## src/rtl/scpad_xbar.sv

```systemverilog
// Requester-to-scratchpad crossbar: per-scratchpad round-robin request arbitration,
// in-order response routing back to the issuing requester through a small tracking FIFO.
module scpad_xbar #(
  parameter int NUM_REQ    = 4,
  parameter int NUM_SCPADS = 2,
  parameter int ADDR_W     = 20,
  parameter int DATA_W     = 64,
  parameter int TAG_W      = 4,
  parameter int RSP_DEPTH  = 4,
  localparam int SEL_W     = $clog2(NUM_SCPADS),
  localparam int LOC_W     = ADDR_W - SEL_W,
  localparam int CNT_W     = $clog2(RSP_DEPTH) + 1
) (
  input  logic                                  CLK,
  input  logic                                  nRST,
  input  logic [NUM_REQ-1:0]                    req_valid,
  output logic [NUM_REQ-1:0]                    req_ready,
  input  logic [NUM_REQ-1:0][ADDR_W-1:0]        req_addr,
  input  logic [NUM_REQ-1:0]                    req_wen,
  input  logic [NUM_REQ-1:0][DATA_W-1:0]        req_wdata,
  input  logic [NUM_REQ-1:0][TAG_W-1:0]         req_tag,
  output logic [NUM_REQ-1:0]                    rsp_valid,
  output logic [NUM_REQ-1:0][DATA_W-1:0]        rsp_rdata,
  output logic [NUM_REQ-1:0][TAG_W-1:0]         rsp_tag,
  output logic [NUM_SCPADS-1:0]                 sp_req_valid,
  input  logic [NUM_SCPADS-1:0]                 sp_req_ready,
  output logic [NUM_SCPADS-1:0][LOC_W-1:0]      sp_req_addr,
  output logic [NUM_SCPADS-1:0]                 sp_req_wen,
  output logic [NUM_SCPADS-1:0][DATA_W-1:0]     sp_req_wdata,
  input  logic [NUM_SCPADS-1:0]                 sp_rsp_valid,
  output logic [NUM_SCPADS-1:0]                 sp_rsp_ready,
  input  logic [NUM_SCPADS-1:0][DATA_W-1:0]     sp_rsp_rdata,
  output logic [NUM_SCPADS-1:0][CNT_W-1:0]      sp_outstanding,
  output logic                                  err_spurious
);

  localparam int SRC_W = $clog2(NUM_REQ);
  localparam int PTR_W = $clog2(RSP_DEPTH);

  logic [NUM_SCPADS-1:0][SRC_W-1:0] rr_ptr;
  logic [NUM_SCPADS-1:0][CNT_W-1:0] count;
  logic [NUM_SCPADS-1:0][PTR_W-1:0] wr_ptr;
  logic [NUM_SCPADS-1:0][PTR_W-1:0] rd_ptr;
  logic [SRC_W-1:0]                 fifo_src [NUM_SCPADS][RSP_DEPTH];
  logic [TAG_W-1:0]                 fifo_tag [NUM_SCPADS][RSP_DEPTH];

  logic [NUM_REQ-1:0][SEL_W-1:0]    target;
  logic [NUM_SCPADS-1:0]            grant_found;
  logic [NUM_SCPADS-1:0][SRC_W-1:0] grant_idx;
  logic [NUM_SCPADS-1:0][SRC_W-1:0] head_src;
  logic [NUM_SCPADS-1:0]            full;
  logic [NUM_SCPADS-1:0]            empty;
  logic [NUM_SCPADS-1:0]            push;
  logic [NUM_SCPADS-1:0]            pop;
  logic [NUM_SCPADS-1:0]            rsp_win;

  always_comb begin
    for (int i = 0; i < NUM_REQ; i++) begin
      target[i] = req_addr[i][ADDR_W-1 -: SEL_W];
    end
    for (int s = 0; s < NUM_SCPADS; s++) begin
      full[s]     = (count[s] == CNT_W'(RSP_DEPTH));
      empty[s]    = (count[s] == '0);
      head_src[s] = fifo_src[s][rd_ptr[s]];
    end
  end

  // Round-robin search starts at the pointer and wraps over all requesters.
  always_comb begin
    int idx;
    idx         = 0;
    grant_found = '0;
    grant_idx   = '0;
    for (int s = 0; s < NUM_SCPADS; s++) begin
      for (int k = 0; k < NUM_REQ; k++) begin
        idx = int'(rr_ptr[s]) + k;
        if (idx >= NUM_REQ) idx = idx - NUM_REQ;
        if (!grant_found[s] && req_valid[idx] && (target[idx] == SEL_W'(s))) begin
          grant_found[s] = 1'b1;
          grant_idx[s]   = SRC_W'(idx);
        end
      end
    end
  end

  always_comb begin
    for (int s = 0; s < NUM_SCPADS; s++) begin
      sp_req_valid[s] = nRST && grant_found[s] && !full[s];
      sp_req_addr[s]  = req_addr[grant_idx[s]][LOC_W-1:0];
      sp_req_wen[s]   = req_wen[grant_idx[s]];
      sp_req_wdata[s] = req_wdata[grant_idx[s]];
      push[s]         = sp_req_valid[s] && sp_req_ready[s];
    end
    for (int i = 0; i < NUM_REQ; i++) begin
      req_ready[i] = nRST && grant_found[target[i]] && (grant_idx[target[i]] == SRC_W'(i)) &&
                     sp_req_ready[target[i]] && !full[target[i]];
    end
  end

  // Lower-index scratchpads claim a requester's response slot first.
  always_comb begin
    rsp_valid = '0;
    rsp_rdata = '0;
    rsp_tag   = '0;
    rsp_win   = '0;
    for (int s = 0; s < NUM_SCPADS; s++) begin
      if (nRST && sp_rsp_valid[s] && !empty[s] && !rsp_valid[head_src[s]]) begin
        rsp_win[s]                = 1'b1;
        rsp_valid[head_src[s]]    = 1'b1;
        rsp_rdata[head_src[s]]    = sp_rsp_rdata[s];
        rsp_tag[head_src[s]]      = fifo_tag[s][rd_ptr[s]];
      end
    end
    sp_rsp_ready = empty | rsp_win;
    pop          = sp_rsp_valid & rsp_win;
  end

  always_ff @(posedge CLK or negedge nRST) begin
    if (!nRST) begin
      rr_ptr       <= '0;
      count        <= '0;
      wr_ptr       <= '0;
      rd_ptr       <= '0;
      err_spurious <= 1'b0;
    end else begin
      for (int s = 0; s < NUM_SCPADS; s++) begin
        if (push[s]) begin
          wr_ptr[s] <= wr_ptr[s] + PTR_W'(1);
          rr_ptr[s] <= (grant_idx[s] == SRC_W'(NUM_REQ - 1)) ? '0 : grant_idx[s] + SRC_W'(1);
        end
        if (pop[s]) rd_ptr[s] <= rd_ptr[s] + PTR_W'(1);
        if (push[s] && !pop[s]) count[s] <= count[s] + CNT_W'(1);
        else if (!push[s] && pop[s]) count[s] <= count[s] - CNT_W'(1);
        if (sp_rsp_valid[s] && empty[s]) err_spurious <= 1'b1;
      end
    end
  end

  // Tracking payload needs no reset; occupancy is governed by the pointers.
  always_ff @(posedge CLK) begin
    for (int s = 0; s < NUM_SCPADS; s++) begin
      if (push[s]) begin
        fifo_src[s][wr_ptr[s]] <= grant_idx[s];
        fifo_tag[s][wr_ptr[s]] <= req_tag[grant_idx[s]];
      end
    end
  end

  assign sp_outstanding = count;

endmodule
```

## config.mk

```make
export PLATFORM = sky130hd
export DESIGN_NAME = scpad_xbar
export DESIGN_NICKNAME = d
export VERILOG_FILES = /design/src/rtl/scpad_xbar.sv
export SDC_FILE = /design/constraint.sdc
export NUM_CORES = 1
export LEC_CHECK = 0
export ABC_AREA = 1
export BUFFER_PORTS_ARGS = -buffer_cell sky130_fd_sc_hd__buf_4
export CAP_MARGIN = 20
export CORE_AREA = 3 3 367 369
export CTS_CLUSTER_DIAMETER = 40
export CTS_CLUSTER_SIZE = 24
export DETAILED_ROUTE_END_ITERATION = 8
export DIE_AREA = 0 0 370 372
export PLACE_DENSITY = 0.3
export SKIP_LAST_GASP = 1
export SYNTH_ARGS = -nofsm -noshare
export SYNTH_HDL_FRONTEND = slang
export SYNTH_SLANG_ARGS = --single-unit
```

## constraint.sdc

```tcl
create_clock -name CLK -period 3.28 [get_ports CLK]
set_input_delay 0.164 -clock CLK [delete_from_list [all_inputs] [get_ports CLK]]
set_output_delay 0.164 -clock CLK [all_outputs]
set_load 0.05 [all_outputs]
```

# Yosys cells after proc, flatten, opt, wreduce, memory -nomap -nowiden
# Memories as Yosys holds them, arrays and structs flattened.
# Cells that the tools add are included.
word_totals:
  reg_bits: 19
  ram_bits: 48
  in_bits: 494
  output_inout_bits: 459
  elab_cells: 345
  mem_count: 2
classes:
  addsub: 24
  order_cmp: 32
  n_eq_ne: 7
  n_mux: 180
  n_bitwise: 13
  reduce_logical: 78
mem_list:
  columns: ["name", "words", "word_bits", "read_ports", "rd_clocked_by_memory_dff", "write_ports", "line", "rtl"]
  rows:
  - ["fifo_tag", 2, 16, 2, 0, 2, "45", "logic [TAG_W-1:0] fifo_tag [NUM_SCPADS][RSP_DEPTH];"]
  - ["fifo_src", 2, 8, 2, 0, 2, "44", "logic [SRC_W-1:0] fifo_src [NUM_SCPADS][RSP_DEPTH];"]
op_table:
  columns: ["cell", "count"]
  rows:
  - ["$mux 256", 2]
  - ["$and 256x256->256", 1]
  - ["$bmux 64 s2", 2]
  - ["$bwmux 256", 1]
  - ["$demux 64 s2", 2]
  - ["$lt 32x4->1 const B", 8]
  - ["$mux 32", 8]
  - ["$mux 64", 4]
  - ["$bmux 20 s2", 2]
  - ["$mux 1", 76]
  - ["$mux 16", 4]
  - ["$logic_and 1x1->1", 52]
  - ["$mux 2", 24]
  - ["$mux 4", 12]
  - ["$bmux 1 s2", 20]
  - ["$mux 19", 2]
  - ["$bmux 4 s2", 4]
  - ["$demux 4 s2", 4]
  - ["$ge 3x3->1 const B", 10]
  - ["$sub 3x3->4 const B", 6]
  - ["$logic_not 1->1", 20]
  - ["$and 16x16->16", 1]
  - ["$bwmux 16", 1]
  - ["$mux 8", 2]
  - ["26 further kinds", 66]

# Logic depth before layout (Yosys ltp)
depth:
  word_depth: 27
  mapped_depth: 19
  depth_no_buf: 18

# Least setup slack after synthesis
# OpenSTA, ideal clock, no wires.
synth_path:
  path_type: "reg-to-output"
  start: "register count, in the netlist sp_outstanding[0]"
  end: "output port rsp_tag[12] (netlist bit)"
  t_arrival_ns: 2.776
  required_ns: 3.116
  path_slack_ns: 0.340
  path_stages_with_launch: 8
  path_buffers: 1
  path_cell_list: "dfrtp_1 > nor3_1 > inv_2 > nand3_1 > inv_1 > clkbuf_1 > nand2_1 > o21ai_0"
synth_lines:
  columns: ["item", "line", "rtl"]
  rows:
  - ["start: declaration", "41", "logic [NUM_SCPADS-1:0][CNT_W-1:0] count;"]
  - ["start signal: indexed assignment", "132", "if (push[s] && !pop[s]) count[s] <= count[s] + CNT_W'(1);"]
  - ["start signal: indexed assignment", "133", "else if (!push[s] && pop[s]) count[s] <= count[s] - CNT_W'(1);"]
  - ["end: declaration", "24", "output logic [NUM_REQ-1:0][TAG_W-1:0] rsp_tag,"]

==> summary.log <==
qor: cts.cts_max_level 3
qor: finish.nNetsFinal 4139
qor: critical_path.cell_with_the_largest_stage_delay_on_the_worst_path sky130_fd_sc_hd__dfrtp_2
qor: worst_hold_path.hold_class input pin to register
qor: die.core_area 131000 sq um
qor: finish.area.growth.synth_to_final 72.7%
qor: synthesis.synth_warnings 0
qor: critical_path.startpoint rr_ptr[2]
qor: drt.viasPerCell 4.02
qor: timing.fin_crit_sh 0.947
qor: die.design.portCount 953
qor: cts.clkSinkCount 67
qor: global_route.grt_util_overall 0.168
qor: drt.detail_route.first_pass.iterations 9
qor: synthesis.syn_avg_cell_area 5.05 sq um
qor: synthesis.yosys.area.top_type_share 0.262
qor: critical_path.crit-reg2reg-launch rr_ptr[2]
qor: critical_path.crit_type register to output port
qor: cts.clkTransAtPathRegs 60 ps
qor: finish.layout_commonest_cell sky130_fd_sc_hd__buf_4
qor: drt.remaining_drc_errors 0
qor: timing.timing.final.max_slew_violations 0
qor: critical_path.cp_common_cell sky130_fd_sc_hd__nand2_1
qor: place.hpwl 101000 um
qor: timing.rsz0062_at_grt true
qor: drt.drt.antenna.violating_nets 0
qor: global_route.number_of_global_route_vias_before_repair 21367
qor: timing.tightest_slew 773 ps
qor: global_route.initial_antenna_violation_count 49
qor: synthesis.async_reset_ff_frac 0.284
qor: synthesis.ys_ff_latch 67
qor: critical_path.critical_path.max_stage_delay 460 ps
qor: timing.min_period 3110 ps
qor: global_route.maximum_number_of_pins_on_one_net_before_global_route_repair 70
qor: timing.finClkSkew 8.66 ps
qor: critical_path.worst-path-buf-inv 5
qor: critical_path.cp_top_delay_family simple AND/OR/NAND/NOR gates
qor: cts.worstSkewPairLatency 340 ps
qor: synthesis.postSynthCellCount 2776
qor: synthesis.synth_cell_type_count 34
qor: die.die_width 370 um
qor: synthesis.synth_area_leaders sky130_fd_sc_hd__nand2_1, sky130_fd_sc_hd__nand3_1, sky130_fd_sc_hd__edfxtp_1
qor: die.num_rows 133
qor: timing.highest_clock_frequency_the_design_can_meet 322 MHz
qor: finish.most_used_cells_in_the_layout_excluding_fill_and_tap_cells sky130_fd_sc_hd__buf_4, sky130_fd_sc_hd__nand2_1, sky130_fd_sc_hd__nand3_1
qor: critical_path.critical_path.cell_chain inv_2, nand2_1, nand2_1, inv_2, nand2_1, nand2_1, nor2_1, nand3_1, nand2_1, nand2_4, buf_12, buf_16, o211ai_1, nand2_1, buf_4
qor: place.port_buffer_count 952
qor: synthesis.synth_enable_flop_cells 48
qor: critical_path.critical_path_capture_point_type output port
qor: global_route.overflow 0
qor: synthesis.post-synth-top-area-cell sky130_fd_sc_hd__nand2_1
qor: cts.numCtsBuffers 9
qor: die.initial_core_util 0.107
qor: die.dieHeight 372 um
qor: die.die-area 138000 sq um
qor: critical_path.worst_endpoint_data_arrival_time 2940 ps
qor: critical_path.timing.critical_path.required 3120 ps
qor: synthesis.seq_area_frac_synth 0.137
qor: critical_path.cp_max_fo 54
qor: global_route.grt_pass1_wl 168000 um
qor: timing.timing.slew.headroom 0.484
qor: drt.routed-via-count 21758
qor: synthesis.synth_top_flop_cell sky130_fd_sc_hd__edfxtp_1
qor: synthesis.netlist_area 14000 sq um
qor: critical_path.r2r_setup_slack 500 ps
qor: synthesis.synth.net_count 3284
qor: finish.fin_util 0.184
qor: drt.totalWireLength 124000 um
qor: cts.max-clock-path-buffers 2
qor: worst_hold_path.holdCritStartpoint sp_rsp_valid[1]
qor: cts.cts_tree yes
qor: drt.average_wire_length_per_cell_after_detail_routing 22.9 um
qor: run_status.run_status finished clean
qor: job.drv.max_cap_violation_count 0
qor: critical_path.critical_path.startpoint_type register
qor: place.routability_congestion_estimate 0.863
qor: cts.cts-root-buf sky130_fd_sc_hd__clkbuf_16
qor: timing.finalSetupViolCount 0
qor: drt.first_iter_violations 1245
qor: timing.hold_vio_cnt_final 0
qor: finish.share_of_cells_above_drive_strength_1 0.313
-- path summary, 6_finish.rpt --
check,endpoint,depth (start not counted)
min in group asynchronous,rd_ptr[2],2
max in group asynchronous,rr_ptr[0],3
setup reg to reg,fifo_tag[0][16],14
setup / recovery,sp_req_wdata[125],15
hold / removal,err_spurious,2
hold reg to reg,err_spurious,1
-- cells by family (layout without fill, tap and decap cells) --
logic type      after synthesis  after routing  synth area share
buf+inv                     599           1459             0.177
xor+xnor                      8              8           0.00500
mux                           2              2           0.00161
compound gates              384            384             0.155
other cells                   0             27                 0
fa+ha+maj                    14             14            0.0136
flops                        67             67             0.137
simple gates               1702           1702             0.511
-- state kept, by name, indices dropped and copies added (netlist names) --
signal and count:
rr_ptr 4, err_spurious 1, fifo_tag 32, wr_ptr 4
fifo_src 16, sp_outstanding 6, rd_ptr 4
-- per-stage QoR --
stage	area [sq um]	setup TNS, ps	instances	hold slack (ps)	setup slack, ps
3_3_place_gp	23600	0	5366	29.8	341
6_report	24200	0	5418	96.7	173
5_1_grt	24200	-29.1	5401	95.9	-20.9
3_5_place_dp	23600	0	5366	34.5	357
2_1_floorplan	14000	0	2776	-132	340
4_1_cts	23900	0	5383	82.2	8.54
-- cell usage after synthesis (all sizes together) (2+ instances only) --
| cell | n |
|---|---|
| nand2 | 983 |
| nand3 | 545 |
| inv | 386 |
| o21ai | 271 |
| nor2 | 148 |
| buf | 131 |
| o211ai | 88 |
| clkbuf | 81 |
| edfxtp | 48 |
| dfrtp | 19 |
| a21oi | 13 |
| or2 | 13 |
| ha | 12 |
| nor3 | 7 |
| xor2 | 6 |
| nand4 | 5 |
| a32oi | 4 |
| o22ai | 4 |
| fa | 2 |
| mux2 | 2 |
| o21bai | 2 |
| xnor2 | 2 |
-- repair_timing --
action,in CTS,in global routing
setup endpoints to repair,1,243
gates resized for setup,1,30
hold endpoints to repair,19,0
hold buffers,1,0
gates cloned,0,4
pin swaps,0,2
buffers inserted,0,4
-- worst register-to-register path: cells and delay by family (launching register included) --
family	cells	cell delay (ps)
AND/OR/NAND/NOR	9	1100
buffers and inverters	4	690
flip-flops	1	460
AO/OA/AOI/OAI	1	190
-- cell type report --
type                       instances  area [sq um]
multi-input combinational       2110          9730
antenna                           27          67.6
clock buffer                       9           225
tap                             1755          2200
inverter                         387          1480
sequential                        67          1920
fill                           15501        107000
timing repair buffer            1056          8490
clock inverter                     7          82.6
-- layer usage --
layer  vias to the layer above  share of wire  GRT usage  wire [um]
met5                         -         0.0019          0        241
met4                        30          0.025     0.0468       3080
met3                       120          0.089     0.0562      11100
met2                       878           0.51      0.307      63700
met1                     10100           0.37      0.182      46100
li1                      10630              -          -          -
Power is not shown: default switching activity piles up to over one toggle a cycle in this logic, so the estimate is an artifact.
